==> config.mk <==
export PLATFORM = sky130hd
export DESIGN_NAME = hazard_pipe_ctrl
export DESIGN_NICKNAME = d
export VERILOG_FILES = /design/src/rtl/hazard_pipe_ctrl.sv
export SDC_FILE = /design/constraint.sdc
export NUM_CORES = 1
export LEC_CHECK = 0
export CAP_MARGIN = 20
export CORE_MARGIN = 1
export CORE_UTILIZATION = 51
export DETAILED_ROUTE_END_ITERATION = 8
export HOLD_SLACK_MARGIN = 0.1
export PLACE_DENSITY = 0.85
export SKIP_CTS_REPAIR_TIMING = 1
export SLEW_MARGIN = 40
export SYNTH_ARGS = -nofsm -noshare
export SYNTH_HDL_FRONTEND = slang
export SYNTH_SLANG_ARGS = --single-unit
==> constraint.sdc <==
create_clock -name clk -period 3.5 [get_ports clk]
set_input_delay 0.35 -clock clk [delete_from_list [all_inputs] [get_ports clk]]
set_output_delay 0.35 -clock clk [all_outputs]
set_load 0.005 [all_outputs]
==> src/rtl/hazard_pipe_ctrl.sv <==
// Pipeline register control for the F/D/E stages of a 5-stage RV32I core.
// Applies the hazard unit's stall/flush/redirect controls and keeps saturating event counters.
module hazard_pipe_ctrl #(
    parameter int unsigned          XLEN     = 32,
    parameter logic [XLEN-1:0]      RESET_PC = '0,
    parameter int unsigned          CNT_W    = 32
) (
    input  logic             clk,
    input  logic             rst,
    input  logic             StallF,
    input  logic             StallD,
    input  logic             FlushD,
    input  logic             FlushE,
    input  logic             PCSrcE,
    input  logic [XLEN-1:0]  PCTargetE,
    input  logic [31:0]      InstrF,
    input  logic             RegWriteD,
    input  logic             MemWriteD,
    input  logic [1:0]       ResultSrcD,
    input  logic             BranchD,
    input  logic             JumpD,
    input  logic [4:0]       Rs1D,
    input  logic [4:0]       Rs2D,
    input  logic [4:0]       RdD,
    output logic [XLEN-1:0]  PCF,
    output logic [31:0]      InstrD,
    output logic [XLEN-1:0]  PCD,
    output logic [XLEN-1:0]  PCPlus4D,
    output logic             ValidD,
    output logic             RegWriteE,
    output logic             MemWriteE,
    output logic             BranchE,
    output logic             JumpE,
    output logic [1:0]       ResultSrcE,
    output logic [4:0]       Rs1E,
    output logic [4:0]       Rs2E,
    output logic [4:0]       RdE,
    output logic [XLEN-1:0]  PCE,
    output logic             ValidE,
    output logic [CNT_W-1:0] StallCnt,
    output logic [CNT_W-1:0] RedirCnt,
    output logic [CNT_W-1:0] BubbleCnt
);

    localparam logic [31:0]      NOP     = 32'h0000_0013;
    localparam logic [XLEN-1:0]  PC_STEP = XLEN'(4);
    localparam logic [CNT_W-1:0] CNT_ONE = CNT_W'(1);

    typedef struct packed {
        logic [31:0]     instr;
        logic [XLEN-1:0] pc;
        logic [XLEN-1:0] pc_plus4;
        logic            valid;
    } ifid_t;

    typedef struct packed {
        logic            reg_write;
        logic            mem_write;
        logic            branch;
        logic            jump;
        logic [1:0]      result_src;
        logic [4:0]      rs1;
        logic [4:0]      rs2;
        logic [4:0]      rd;
        logic [XLEN-1:0] pc;
        logic            valid;
    } idex_t;

    localparam ifid_t IFID_EMPTY = '{instr: NOP, pc: '0, pc_plus4: '0, valid: 1'b0};

    logic [XLEN-1:0]  pcf_q, pcf_d;
    ifid_t            ifid_q, ifid_d;
    idex_t            idex_q, idex_d;
    logic [CNT_W-1:0] stall_cnt_q, stall_cnt_d;
    logic [CNT_W-1:0] redir_cnt_q, redir_cnt_d;
    logic [CNT_W-1:0] bubble_cnt_q, bubble_cnt_d;

    function automatic logic [CNT_W-1:0] sat_inc(input logic [CNT_W-1:0] cnt, input logic inc);
        return (inc && (cnt != '1)) ? cnt + CNT_ONE : cnt;
    endfunction

    always_comb begin
        // NOTE: every _d gets its hold value first so no path leaves it unassigned (no latch).
        pcf_d  = pcf_q;
        ifid_d = ifid_q;
        idex_d = idex_q;

        if (PCSrcE)       pcf_d = PCTargetE;
        else if (!StallF) pcf_d = pcf_q + PC_STEP;

        if (FlushD) begin
            ifid_d = IFID_EMPTY;
        end else if (!StallD) begin
            ifid_d = '{instr: InstrF, pc: pcf_q, pc_plus4: pcf_q + PC_STEP, valid: 1'b1};
        end

        // An all-zero bubble has RegWrite=0 and ResultSrc=0, so it never forwards or stalls.
        if (FlushE) begin
            idex_d = '0;
        end else begin
            idex_d = '{reg_write: RegWriteD, mem_write: MemWriteD, branch: BranchD,
                       jump: JumpD, result_src: ResultSrcD, rs1: Rs1D, rs2: Rs2D,
                       rd: RdD, pc: ifid_q.pc, valid: ifid_q.valid};
        end

        stall_cnt_d  = sat_inc(stall_cnt_q,  StallD);
        redir_cnt_d  = sat_inc(redir_cnt_q,  PCSrcE);
        bubble_cnt_d = sat_inc(bubble_cnt_q, FlushE);
    end

    // NOTE: sequential state uses non-blocking assignments so all registers update together.
    always_ff @(posedge clk) begin
        if (rst) begin
            pcf_q        <= RESET_PC;
            ifid_q       <= IFID_EMPTY;
            idex_q       <= '0;
            stall_cnt_q  <= '0;
            redir_cnt_q  <= '0;
            bubble_cnt_q <= '0;
        end else begin
            pcf_q        <= pcf_d;
            ifid_q       <= ifid_d;
            idex_q       <= idex_d;
            stall_cnt_q  <= stall_cnt_d;
            redir_cnt_q  <= redir_cnt_d;
            bubble_cnt_q <= bubble_cnt_d;
        end
    end

    assign PCF        = pcf_q;
    assign InstrD     = ifid_q.instr;
    assign PCD        = ifid_q.pc;
    assign PCPlus4D   = ifid_q.pc_plus4;
    assign ValidD     = ifid_q.valid;
    assign RegWriteE  = idex_q.reg_write;
    assign MemWriteE  = idex_q.mem_write;
    assign BranchE    = idex_q.branch;
    assign JumpE      = idex_q.jump;
    assign ResultSrcE = idex_q.result_src;
    assign Rs1E       = idex_q.rs1;
    assign Rs2E       = idex_q.rs2;
    assign RdE        = idex_q.rd;
    assign PCE        = idex_q.pc;
    assign ValidE     = idex_q.valid;
    assign StallCnt   = stall_cnt_q;
    assign RedirCnt   = redir_cnt_q;
    assign BubbleCnt  = bubble_cnt_q;

endmodule

# After elaboration in Yosys (flattened, before gate mapping)
# Cells that the tools add are included.
word_totals:
  ff_bits: 279
  latch_bits: 0
  ram_bits: 0
  romBits: 0
  in_bits: 92
  word_cells: 33
  memories: 0
classes:
  n_addsub: 4
  multipliers: 0
  div_mod_pow: 0
  order_cmp: 0
  eq_ne: 4
  shift: 0
  n_mux: 2
  bitwise_logic: 0
  reduce_logical: 5
ops:
  columns: ["operator", "count"]
  rows:
  - ["$add 32x1->32 const B", 3]
  - ["$ne 32x32->1 const B", 3]
  - ["$mux 32", 2]
  - ["$add 32x3->32 const B", 1]
  - ["$reduce_or 2->1", 2]
  - ["$logic_and 1x1->1", 3]
  - ["$ne 2x1->1 const B", 1]

# Logic depth before layout (Yosys ltp)
depth:
  ltp_word: 3
  depth_mapped: 8

# Worst setup path after synthesis
# No wires, ideal clock.
synth_path:
  kind: "register -> register"
  startpoint: "register pcf_q[2], in the netlist PCF[2]"
  endpoint: "register ifid_q (netlist bit PCPlus4D[30])"
  setup_time_ns: 0.059
  arrival_ns: 1.956
  setup_slack_ns: 1.485
  stages_incl_launch_ff: 8
  n_path_buf: 1
  period_less_slack_ns: 2.015
  cell_sequence: "dfxtp_1 ha_1 and3_1 nand2_1 buf_1 nor4_1 mux2i_1 o211a_1"
synth_between:
  elab_chain_cells: 1
synth_rtl:
  columns: ["item", "line_no", "text"]
  rows:
  - ["from (decl)", "71", "logic [XLEN-1:0] pcf_q, pcf_d;"]
  - ["from (signal assigned)", "121", "pcf_q <= pcf_d;"]
  - ["$add 32x3->32", "94", "ifid_d = '{instr: InstrF, pc: pcf_q, pc_plus4: pcf_q + PC_STEP, valid: 1'b1};"]
  - ["to (signal assigned)", "122", "ifid_q <= ifid_d;"]
  - ["to (decl)", "72", "ifid_t ifid_q, ifid_d;"]
# Every way passes these cells.
# A chain may end at the register's enable or synchronous reset.

# Worst setup path in the final report
# Same ends and word-level chain as after synthesis.

==> results.cfg <==
[status]
run_status = complete, no violations

[sta]
slew_headroom = 0.483
holdWs_ns = 0.165
rsz0062_at_grt = false
period_minus_slack_ns = 2.42
period_share = 0.692
fmax_ghz = 0.413
tightest_slew_ns = 0.776
final-setup-viol-count = 0
fin_ws_ns = 1.08
hold_viol = 0
fin_setup_tns_ns = 0
skew_ns = 0.00954
finalMaxSlewViolations = 0

[placement]
placed_area_sq_um = 15800
dp_hpwl_mm = 25.4
place_ws_ns = 0.716
numPortBuffers = 370
routabilityCongestion = 0.906

[detailed_routing]
wl_per_cell_microns = 18.4
viasPerCell = 5.64
vias = 11200
drt_wl_total_mm = 36.6
drt_iter0_drc = 556
ant_nets = 0
first_pass_iters = 5
drc_errors = 0

[worst_setup_path]
end_kind = register
startpoint_type = register
worstPathRequired_ns = 3.98
cp_slowest_cell = dfxtp_1
path_cells = ha_1 > and3_1 > nand2_1 > nor4_1 > mux2i_1 > o211a_1
cpPeakStageDelay_ns = 0.52
crit_arrival_ns = 2.91
cp_max_fo = 11
cp_top_family = simple AND/OR/NAND/NOR gates
crit_type = register to register
worst-path-buf-inv = 0

[logic_synthesis]
synth_common_cells = dfxtp_1, nor2_1, a21oi_1, nand2_1, mux2i_1
synth-seq-cells = 277
ys_types = 66
yosysTopAreaCellShare = 0.463
yosysTopAreaCell = dfxtp_1
ys_seq_area_frac = 0.463
synth_area_leaders = dfxtp_1, mux2i_1, nor2_1, a21oi_1, xnor2_1
synth_most_common_cell = dfxtp_1
yosys_warnings = 0
synth.avg_cell_area_sq_um = 9.10
ys_async_sr_fraction = 0
syn_area_sq_um = 12000
synth_cells = 1315
ys.flop_type = dfxtp_1
syn-num-nets = 1411
synth_edf_count = 0

[clock_network]
clock_sinks = 277
clk_latency_ns = 0.54
cts_tree = yes
root_buffer = clkbuf_16
cts_buffers = 30
cts_max_level = 1
cts.path.max_buffers = 3
clkTransAtPathRegs_ns = 0.06

[grt]
grt_overflow = 0
grt_pass1_wl_mm = 56.8
grt_max_degree = 98
grt_pass1_vias = 10500
antenna_found_initial = 2
grt_use_total = 0.292

[final_layout]
final_layout_size_suffix_gt1_frac = 0.0718
final_area_sq_um = 17000
final_nets = 1744
areaGrowthSynthToFinish_pct = 41.7

[die]
fp.dieH_microns = 155
start_util = 0.524
fp.coreArea_sq_um = 22800
die_w_microns = 155
dieArea_sq_um = 24100
rows = 55
ios = 371

[pwr]
p_leak_nw = 6.01
powerDensity_nw_per_um2 = 439
ir_worst_vdd_mv = 0.362

[min_path]
min_path_type = input port to register

[job]
cap_viol_max_count = 0
==> worst min-delay path, stage by stage <==
cell and delay, ns:
buf_4 0.16, mux2i_1 0.09, nor2_1 0.07
==> state kept, by name, indices dropped and copies added (netlist names), 2 cells and up <==
register,flops
Rs2E,5
PCD,32
PCE,32
InstrD,32
PCF,32
PCPlus4D,30
StallCnt,32
RedirCnt,32
ResultSrcE,2
Rs1E,5
RdE,5
BubbleCnt,32
==> cell families after synthesis <==
kind of cell,synth area share
XOR/XNOR,0.0534
AO/OA/AOI/OAI,0.109
flip-flops,0.463
AND/OR/NAND/NOR,0.258
adder cells (fa/ha/maj),0.00418
multiplexers,0.0720
buffers and inverters,0.0394
==> power by group <==
part / switching (mW) / total, mW / internal [mW]
registers: 0.0854 / 3.31 / 3.23
clock network: 1.33 / 3.54 / 2.22
logic: 0.255 / 0.579 / 0.325
==> per-stage QoR <==
stage | utilization | instances | total power, mW
finish | 0.742 | 1985 | 7.44
global route | 0.742 | 1984 | 7.67
CTS | 0.742 | 1982 | 7.49
detailed placement | 0.693 | 1927 | 3.95
global placement | 0.693 | 1927 | 3.94
floorplan | - | 1315 | 3.61
==> worst paths after layout <==
path,startpoint,endpoint,slack (ns),cells past startpoint
min,StallD,PCD[20],0.17,3
max reg2reg,PCF[2],PCPlus4D[30],1.08,6
max,PCF[2],PCPlus4D[30],1.08,6
min reg2reg,PCPlus4D[4],PCPlus4D[4],0.46,2
==> cell type report <==
cell class	instances	area [sq um]
antenna	1	2.50
fill	1669	5890
clock buffer	37	838
multi-input combinational	931	5960
clock inverter	18	283
timing repair buffer	389	3860
sequential	277	5550
inverter	19	72.6
tap	313	392
==> metal layers <==
metal  GRT usage  vias to the layer above  share of wire
met3      0.0733                       82          0.090
met2       0.497                      485           0.48
met1       0.359                     5284           0.40
met5           0                        -        0.00036
li1            -                     5335              -
met4       0.102                        2          0.033
==> placed cells by master (no fill, tap or decap), types with 5 or more instances in the layout <==
master           Yosys  routed
mux2i_1             76      76
and3_1              18      18
a31oi_1              5       5
clkinv_2             0       7
nor3_1              18      17
mux2_2               8       8
nor2b_1             12      12
or4_1               16      16
buf_4                5      17
bufinv_16            0       7
o21ai_0             63      63
and2_1              57      57
nand3_1             41      41
nor4_1              20      20
xor2_1              25      25
clkbuf_16            0      31
nor4_2               8       8
nor2_1             160     159
inv_1               18      18
and4_1              17      17
dfxtp_1            277     277
a21oi_1             89      89
xnor2_1             48      48
a211oi_1            25      25
o31ai_1             12      12
nand4_1             31      31
or3_1               47      46
clkdlybuf4s50_1      0     368
nand2_1             77      77
Note: power is estimated with default switching activity, not from simulation.
